`src/rtl/bsg_mem_gran_pkg.sv`:
```
// Shared constants and helpers for the granule-masked 1R1W synchronous RAM.
package bsg_mem_gran_pkg;

  localparam int LAT_ONE_LP  = 1;
  localparam int LAT_TWO_LP  = 2;
  localparam int MAX_GRAN_LP = 64;

  typedef logic [MAX_GRAN_LP-1:0] gran_word_t;

  function automatic int mask_width_f(input int width, input int gran);
    return (gran > 0) ? (width / gran) : 1;
  endfunction

  // Even parity: the stored bit makes the total number of ones even.
  function automatic logic even_par_f(input gran_word_t d);
    return ^d;
  endfunction

endpackage

```
`src/rtl/bsg_mem_gran_bank.sv`:
```
// One granule column: storage, S1 read register and same-edge bypass mux.
// Optional parity storage when BSG_MEM_GRAN_PARITY_EN is defined.
module bsg_mem_gran_bank
  import bsg_mem_gran_pkg::*;
#(
  parameter int gran_p       = 8,
  parameter int els_p        = 64,
  parameter int addr_width_p = 6,
  parameter int bypass_p     = 1
) (
  input  logic                    clk_i,
  input  logic                    reset_n_i,
  input  logic                    w_en_i,
  input  logic [addr_width_p-1:0] w_addr_i,
  input  logic [gran_p-1:0]       w_data_i,
  input  logic                    r_en_i,
  input  logic                    r_addr_ok_i,
  input  logic [addr_width_p-1:0] r_addr_i,
  output logic [gran_p-1:0]       s1_data_o
`ifdef BSG_MEM_GRAN_PARITY_EN
  ,
  output logic                    s1_par_o
`endif
);

  logic [gran_p-1:0] mem_q [els_p];
  logic              hit;
  logic [gran_p-1:0] s1_data_d, s1_data_q;

  assign hit = (bypass_p != 0) && w_en_i && (w_addr_i == r_addr_i);

  always_ff @(posedge clk_i) begin
    if (w_en_i) mem_q[w_addr_i] <= w_data_i;
  end

  assign s1_data_d = hit ? w_data_i : (r_addr_ok_i ? mem_q[r_addr_i] : 'x);

  // Only loaded on a read, so the register doubles as the last-read hold.
  always_ff @(posedge clk_i or negedge reset_n_i) begin
    if (!reset_n_i)  s1_data_q <= '0;
    else if (r_en_i) s1_data_q <= s1_data_d;
  end

  assign s1_data_o = s1_data_q;

`ifdef BSG_MEM_GRAN_PARITY_EN
  logic par_q [els_p];
  logic w_par, s1_par_d, s1_par_q;

  assign w_par = even_par_f(gran_word_t'(w_data_i));

  always_ff @(posedge clk_i) begin
    if (w_en_i) par_q[w_addr_i] <= w_par;
  end

  assign s1_par_d = hit ? w_par : (r_addr_ok_i ? par_q[r_addr_i] : 1'bx);

  always_ff @(posedge clk_i or negedge reset_n_i) begin
    if (!reset_n_i)  s1_par_q <= 1'b0;
    else if (r_en_i) s1_par_q <= s1_par_d;
  end

  assign s1_par_o = s1_par_q;
`endif

endmodule

```
`src/rtl/bsg_mem_1r1w_sync_mask_write_gran_pipe.sv`:
```
// 1R1W sync RAM with granule write masks, 1- or 2-cycle read latency and bypass.
// Per-granule parity is built when BSG_MEM_GRAN_PARITY_EN is defined.
module bsg_mem_1r1w_sync_mask_write_gran_pipe
  import bsg_mem_gran_pkg::*;
#(
  parameter  int width_p           = 32,
  parameter  int els_p             = 64,
  parameter  int gran_p            = 8,
  parameter  int read_latency_p    = 1,
  parameter  int bypass_p          = 1,
  parameter  int latch_last_read_p = 1,
  localparam int mask_width_lp     = mask_width_f(width_p, gran_p),
  localparam int addr_width_lp     = (els_p > 1) ? $clog2(els_p) : 1
) (
  input  logic                     clk_i,
  input  logic                     reset_n_i,
  input  logic                     w_v_i,
  input  logic [mask_width_lp-1:0] w_mask_i,
  input  logic [addr_width_lp-1:0] w_addr_i,
  input  logic [width_p-1:0]       w_data_i,
  input  logic                     r_v_i,
  input  logic [addr_width_lp-1:0] r_addr_i,
  output logic                     r_v_o,
  output logic [width_p-1:0]       r_data_o,
  output logic [mask_width_lp-1:0] r_perr_o
);

  if (width_p == 0) begin : g_err_width
    $error("width_p must be nonzero");
  end
  if ((gran_p < 1) || (gran_p > MAX_GRAN_LP)) begin : g_err_gran
    $error("gran_p out of supported range");
  end
  if ((gran_p > 0) && ((width_p % gran_p) != 0)) begin : g_err_mult
    $error("width_p must be a multiple of gran_p");
  end
  if ((read_latency_p != LAT_ONE_LP) && (read_latency_p != LAT_TWO_LP)) begin : g_err_lat
    $error("read_latency_p must be 1 or 2");
  end

  logic                     w_addr_ok, r_addr_ok;
  logic [width_p-1:0]       s1_data;
  logic                     s1_v_q;
  logic                     out_v;
  logic [width_p-1:0]       out_data;
`ifdef BSG_MEM_GRAN_PARITY_EN
  logic [mask_width_lp-1:0] s1_par;
  logic [mask_width_lp-1:0] out_par;
`endif

  if (els_p == (1 << addr_width_lp)) begin : g_pow2
    assign w_addr_ok = 1'b1;
    assign r_addr_ok = 1'b1;
  end else begin : g_npow2
    localparam logic [addr_width_lp:0] els_lp = (addr_width_lp+1)'(els_p);
    assign w_addr_ok = ({1'b0, w_addr_i} < els_lp);
    assign r_addr_ok = ({1'b0, r_addr_i} < els_lp);

    always @(posedge clk_i) begin
      if (reset_n_i && w_v_i) assert (w_addr_ok);
      if (reset_n_i && r_v_i) assert (r_addr_ok);
    end
  end

  for (genvar g = 0; g < mask_width_lp; g++) begin : g_bank
    bsg_mem_gran_bank #(
      .gran_p      (gran_p),
      .els_p       (els_p),
      .addr_width_p(addr_width_lp),
      .bypass_p    (bypass_p)
    ) u_bank (
      .clk_i      (clk_i),
      .reset_n_i  (reset_n_i),
      .w_en_i     (w_v_i & w_mask_i[g] & w_addr_ok),
      .w_addr_i   (w_addr_i),
      .w_data_i   (w_data_i[g*gran_p +: gran_p]),
      .r_en_i     (r_v_i),
      .r_addr_ok_i(r_addr_ok),
      .r_addr_i   (r_addr_i),
      .s1_data_o  (s1_data[g*gran_p +: gran_p])
`ifdef BSG_MEM_GRAN_PARITY_EN
      ,
      .s1_par_o   (s1_par[g])
`endif
    );
  end

  always_ff @(posedge clk_i or negedge reset_n_i) begin
    if (!reset_n_i) s1_v_q <= 1'b0;
    else            s1_v_q <= r_v_i;
  end

  if (read_latency_p == LAT_TWO_LP) begin : g_lat2
    logic [addr_width_lp-1:0] s1_addr_q;
    logic                     s2_v_q;
    logic [width_p-1:0]       s2_data_d, s2_data_q;
    logic                     fwd_match;

    // A write landing while the read sits in S1 is forwarded into S2.
    assign fwd_match = (bypass_p != 0) && w_v_i && w_addr_ok && (w_addr_i == s1_addr_q);

    for (genvar g = 0; g < mask_width_lp; g++) begin : g_fwd
      assign s2_data_d[g*gran_p +: gran_p] = (fwd_match && w_mask_i[g])
                                             ? w_data_i[g*gran_p +: gran_p]
                                             : s1_data[g*gran_p +: gran_p];
    end

    always_ff @(posedge clk_i or negedge reset_n_i) begin
      if (!reset_n_i) begin
        s1_addr_q <= '0;
        s2_v_q    <= 1'b0;
        s2_data_q <= '0;
      end else begin
        if (r_v_i)  s1_addr_q <= r_addr_i;
        s2_v_q <= s1_v_q;
        if (s1_v_q) s2_data_q <= s2_data_d;
      end
    end

    assign out_v    = s2_v_q;
    assign out_data = s2_data_q;

`ifdef BSG_MEM_GRAN_PARITY_EN
    logic [mask_width_lp-1:0] s2_par_d, s2_par_q;

    for (genvar g = 0; g < mask_width_lp; g++) begin : g_fwd_par
      assign s2_par_d[g] = (fwd_match && w_mask_i[g])
                           ? even_par_f(gran_word_t'(w_data_i[g*gran_p +: gran_p]))
                           : s1_par[g];
    end

    always_ff @(posedge clk_i or negedge reset_n_i) begin
      if (!reset_n_i)  s2_par_q <= '0;
      else if (s1_v_q) s2_par_q <= s2_par_d;
    end

    assign out_par = s2_par_q;
`endif
  end else begin : g_lat1
    assign out_v    = s1_v_q;
    assign out_data = s1_data;
`ifdef BSG_MEM_GRAN_PARITY_EN
    assign out_par  = s1_par;
`endif
  end

  assign r_v_o = out_v;

  if (latch_last_read_p != 0) begin : g_hold
    assign r_data_o = out_data;
  end else begin : g_zero
    assign r_data_o = out_v ? out_data : '0;
  end

`ifdef BSG_MEM_GRAN_PARITY_EN
  for (genvar g = 0; g < mask_width_lp; g++) begin : g_perr
    assign r_perr_o[g] = out_v &&
      (even_par_f(gran_word_t'(out_data[g*gran_p +: gran_p])) != out_par[g]);
  end
`else
  assign r_perr_o = '0;
`endif

endmodule

```
`config.mk`:
```
export PLATFORM = sky130hd
export DESIGN_NAME = bsg_mem_1r1w_sync_mask_write_gran_pipe
export DESIGN_NICKNAME = d
export VERILOG_FILES = /design/src/rtl/bsg_mem_gran_pkg.sv /design/src/rtl/bsg_mem_gran_bank.sv /design/src/rtl/bsg_mem_1r1w_sync_mask_write_gran_pipe.sv
export SDC_FILE = /design/constraint.sdc
export NUM_CORES = 2
export LEC_CHECK = 0
export BUFFER_PORTS_ARGS = -buffer_cell sky130_fd_sc_hd__buf_2
export CORE_ASPECT_RATIO = 0.5
export CORE_MARGIN = 3
export CORE_UTILIZATION = 29
export DETAILED_ROUTE_END_ITERATION = 12
export PLACE_DENSITY_LB_ADDON = 0.3
export SLEW_MARGIN = 20
export SYNTH_ARGS = -nofsm -noshare
export SYNTH_HDL_FRONTEND = slang
export SYNTH_SLANG_ARGS = --single-unit
```
`constraint.sdc`:
```
create_clock -name clk_i -period 2.2 [get_ports clk_i]
set_clock_uncertainty 0.2 [all_clocks]
set_input_delay 0.33 -clock clk_i [delete_from_list [all_inputs] [get_ports clk_i]]
set_output_delay 0.33 -clock clk_i [all_outputs]
set_load 0.05 [all_outputs]
```
==> flow_summary.ini <==
[run_status]
outcome = complete, but fails checks
violations = negative setup slack

[timing]
fmax_mhz = 436
slew_viol_final = 0
slew_headroom_pct = 45.2
final-hold-violation-count = 0
setup-violations-final = 5
fin_crit_sh_pct = 104
tightest_slew_ns = 0.822
fin_crit_ns = 2.30
rsz0062_at_grt = true
layout_setup_ws_ns = -0.0958

[clock_network]
htree_levels = 4
numCtsBuffers = 199
cts_sinks = 2081
cts_tree = yes
path_clk_slew_ns = 0.06
insertion_delay_ns = 0.83
cts_root_buf = clkbuf_16
clock_path_buffers = 3
cts_setup_buffers = 0

[synthesis]
ys_seq_area_share_pct = 77.2
synth_edf_count = 2048
syn_inst = 3707
syn_area_um2 = 80700
ys_ff_latch = 2081
syn_avg_cell_area_um2 = 21.8
synth_flop_cell = edfxtp_1
yosys_warnings = 0
async_flop_share_pct = 1.59
yosysUniqueCellTypes = 57

[drt]
wl_per_cell_um = 27.4
vias = 41877
wirelength_um = 232000
ant_nets = 0
detail_route.first_pass.iterations = 7
viasPerCell = 4.94
drcViolationCount = 0
first_iter_violations = 4662

[finish]
area_growth_pct = 23.2
drive_gt1_share_pct = 37.3
layout_common_cells = edfxtp_1, buf_4, mux4_2
final_net_count = 4632
stdcell_count = 8475
final_common_cell = edfxtp_1

[power]
seq_power_share_pct = 52.6
p_switching_mw = 18.1
sw_frac_of_total_pct = 21.7
p_per_area_nw_per_um2 = 841
total_power_mw = 83.5
leakage_nw = 32.1
p_int_mw = 65.4
p_comb_share_pct = 6.5
peakVddDrop_uv = 740
clkPwrFrac_pct = 40.9

[worst_setup_path]
crit_buf_inv = 0
cp.required_ns = 2.69
rr_worst_depth = 5
r2r-end = g_bank[2].u_bank.s1_data_o[4]
cp_cell_sequence = mux4_2, mux4_2, mux2_4, nor4_4, a2111oi_2
reg2reg_from = g_bank[2].u_bank.mem_q[63][4]
critPathLaunchType = register
critPathArrivalTime_ns = 2.79
cpMostUsedCell = mux4_2
r2r_slack_ns = -0.1
cp_slowest_cell = mux4_2
path_max_fanout = 1
worst_setup_path_end_kind = register
cp_slowest_stage_delay_ns = 0.53
critPathTopFamily = multiplexers
critPathKind = reg -> reg

[grt]
antenna_found_initial = 17
grt_max_degree = 66
grtUsageTotal_pct = 16.1
grt_pass1_wl_um = 328000
gr-total-overflow = 0
grt_pass1_vias = 42852

[die]
start_util_pct = 29.2
die_area_um2 = 285000
die_w_um = 752
die_y_um = 379
std_cell_rows = 136
pin_count = 89
core_area_um2 = 276000

[placed_design]
place_inst = 8068
dp_hpwl_um = 162000
place_congestion = 0.949
numPortBuffers = 84

[min_path]
worstHoldStart = w_mask_i[3]
hold_depth = 6
hold_class = in -> reg
worstHoldEndpoint = g_bank[3].u_bank.s1_data_o[1]

[job]
drv_cap = 0
## power groups by stage
stage	Clock, mW	Sequential [mW]	Combinational [mW]
after floorplan	0	45.0	2.44
after global placement	0	44.8	5.23
after detailed placement	0	44.8	5.32
after CTS	34.9	43.9	5.43
after global routing	36.5	43.9	5.73
final	34.2	43.9	5.42
## cells by family (layout without fill, tap and decap cells)
kind of cell,after synthesis,count (layout),share of synthesized area (%)
xor gates and xnor gates,6,6,0.0744
and+or+nand+nor,494,494,2.54
other,1,6,0.00465
AOI/OAI and AO/OA,251,251,2.27
DFF,2081,2081,77.2
buffers and inverters,244,1281,1.55
muxes,630,630,16.3
## cells in the mapped netlist (3+ instances only)
| cell | count | share of area (%) |
|---|---|---|
| and3_1 | 12 | 0.093 |
| mux2_2 | 8 | 0.11 |
| o211ai_1 | 4 | 0.037 |
| a31oi_1 | 12 | 0.093 |
| nor3_1 | 8 | 0.050 |
| nand2_1 | 134 | 0.62 |
| o21ai_0 | 3 | 0.019 |
| nand3_1 | 12 | 0.074 |
| buf_2 | 35 | 0.22 |
| o221ai_1 | 4 | 0.043 |
| nor4_1 | 6 | 0.047 |
| a2111o_1 | 5 | 0.070 |
| buf_1 | 33 | 0.15 |
| buf_6 | 11 | 0.15 |
| o22ai_1 | 12 | 0.093 |
| nand4_1 | 3 | 0.023 |
| nor2_1 | 284 | 1.3 |
| o31ai_1 | 5 | 0.047 |
| and3b_1 | 3 | 0.033 |
| xnor2_1 | 5 | 0.054 |
| a22oi_1 | 104 | 0.97 |
| mux4_2 | 547 | 15 |
| buf_4 | 53 | 0.49 |
| a32oi_1 | 20 | 0.22 |
| a2bb2oi_1 | 6 | 0.065 |
| edfxtp_1 | 2048 | 76 |
| nand2b_1 | 6 | 0.047 |
| mux2i_1 | 75 | 0.93 |
| and2_1 | 3 | 0.023 |
| a21oi_1 | 48 | 0.30 |
| nor3b_1 | 7 | 0.065 |
| inv_1 | 19 | 0.088 |
| o41ai_1 | 10 | 0.11 |
| nor2b_1 | 7 | 0.054 |
| clkbuf_1 | 91 | 0.42 |
| dfrtp_1 | 33 | 1.0 |
## worst register-to-register path: stages, from the launching register on
cell	delay, ns
edfxtp_1	0.37
mux4_2	0.50
mux4_2	0.53
mux2_4	0.33
nor4_4	0.17
a2111oi_2	0.07
## metrics by stage
stage / hold slack [ns] / cell area, µm² / worst slack, ns / setup TNS (ns) / utilization (%)
after global routing: 0.0804 / 99400 / -0.152 / -0.562 / 36.0
final: 0.0929 / 99400 / -0.0958 / -0.264 / 36.0
after global placement: 0.160 / 92200 / -0.820 / -207.34 / 33.4
after detailed placement: 0.168 / 92200 / -0.807 / -234.01 / 33.4
after floorplan: -0.166 / 81300 / -0.271 / -6.45 / -
after CTS: 0.0242 / 99200 / -0.0825 / -0.207 / 36.0
## state kept, by name (all words and copies together) (netlist names)
register                 cells
r_v_o                        1
g_bank.u_bank.s1_data_o     32
g_bank.u_bank.mem_q       2048
## routing by layer
metal / GRT usage (%) / vias to the layer above / wire [µm]
li1: - / 17297 / -
met1: 21.5 / 22683 / 96300
met2: 26.8 / 1547 / 113000
met3: 3.54 / 342 / 16600
met4: 4.10 / 8 / 6210
met5: 0.476 / - / 246
## worst max path at each step
stage / from / end / slack (ns) / depth (start not counted)
2_1_floorplan: r_addr_i[0] / g_bank[3].u_bank.s1_data_o[2] / -0.27 / 8
3_3_place_gp: r_addr_i[0] / g_bank[3].u_bank.s1_data_o[1] / -0.82 / 9
3_5_place_dp: r_addr_i[0] / g_bank[1].u_bank.s1_data_o[5] / -0.81 / 8
4_1_cts: g_bank[2].u_bank.mem_q[63][4] / g_bank[2].u_bank.s1_data_o[4] / -0.08 / 5
5_1_grt: g_bank[2].u_bank.mem_q[55][6] / g_bank[2].u_bank.s1_data_o[6] / -0.15 / 6
6_report: g_bank[2].u_bank.mem_q[63][4] / g_bank[2].u_bank.s1_data_o[4] / -0.1 / 5
## final cells by class
cell class	count	area, µm²
fillers	25266	176000
flip-flops and latches	2081	62300
multi-input cells	1385	17500
repair buffers	893	8320
clock buffers	254	5350
well taps	3726	4660
clock inverters	114	1170
inverters	20	80.1
diodes	2	5.00
## what timing repair did
item	CTS	global route
endpoints found under the setup margin	24	22
pin swaps	5	5
hold buffers	37	0
gates resized for setup	30	39
endpoints found under the hold margin	1599	0
(Power assumes the default switching activity.)
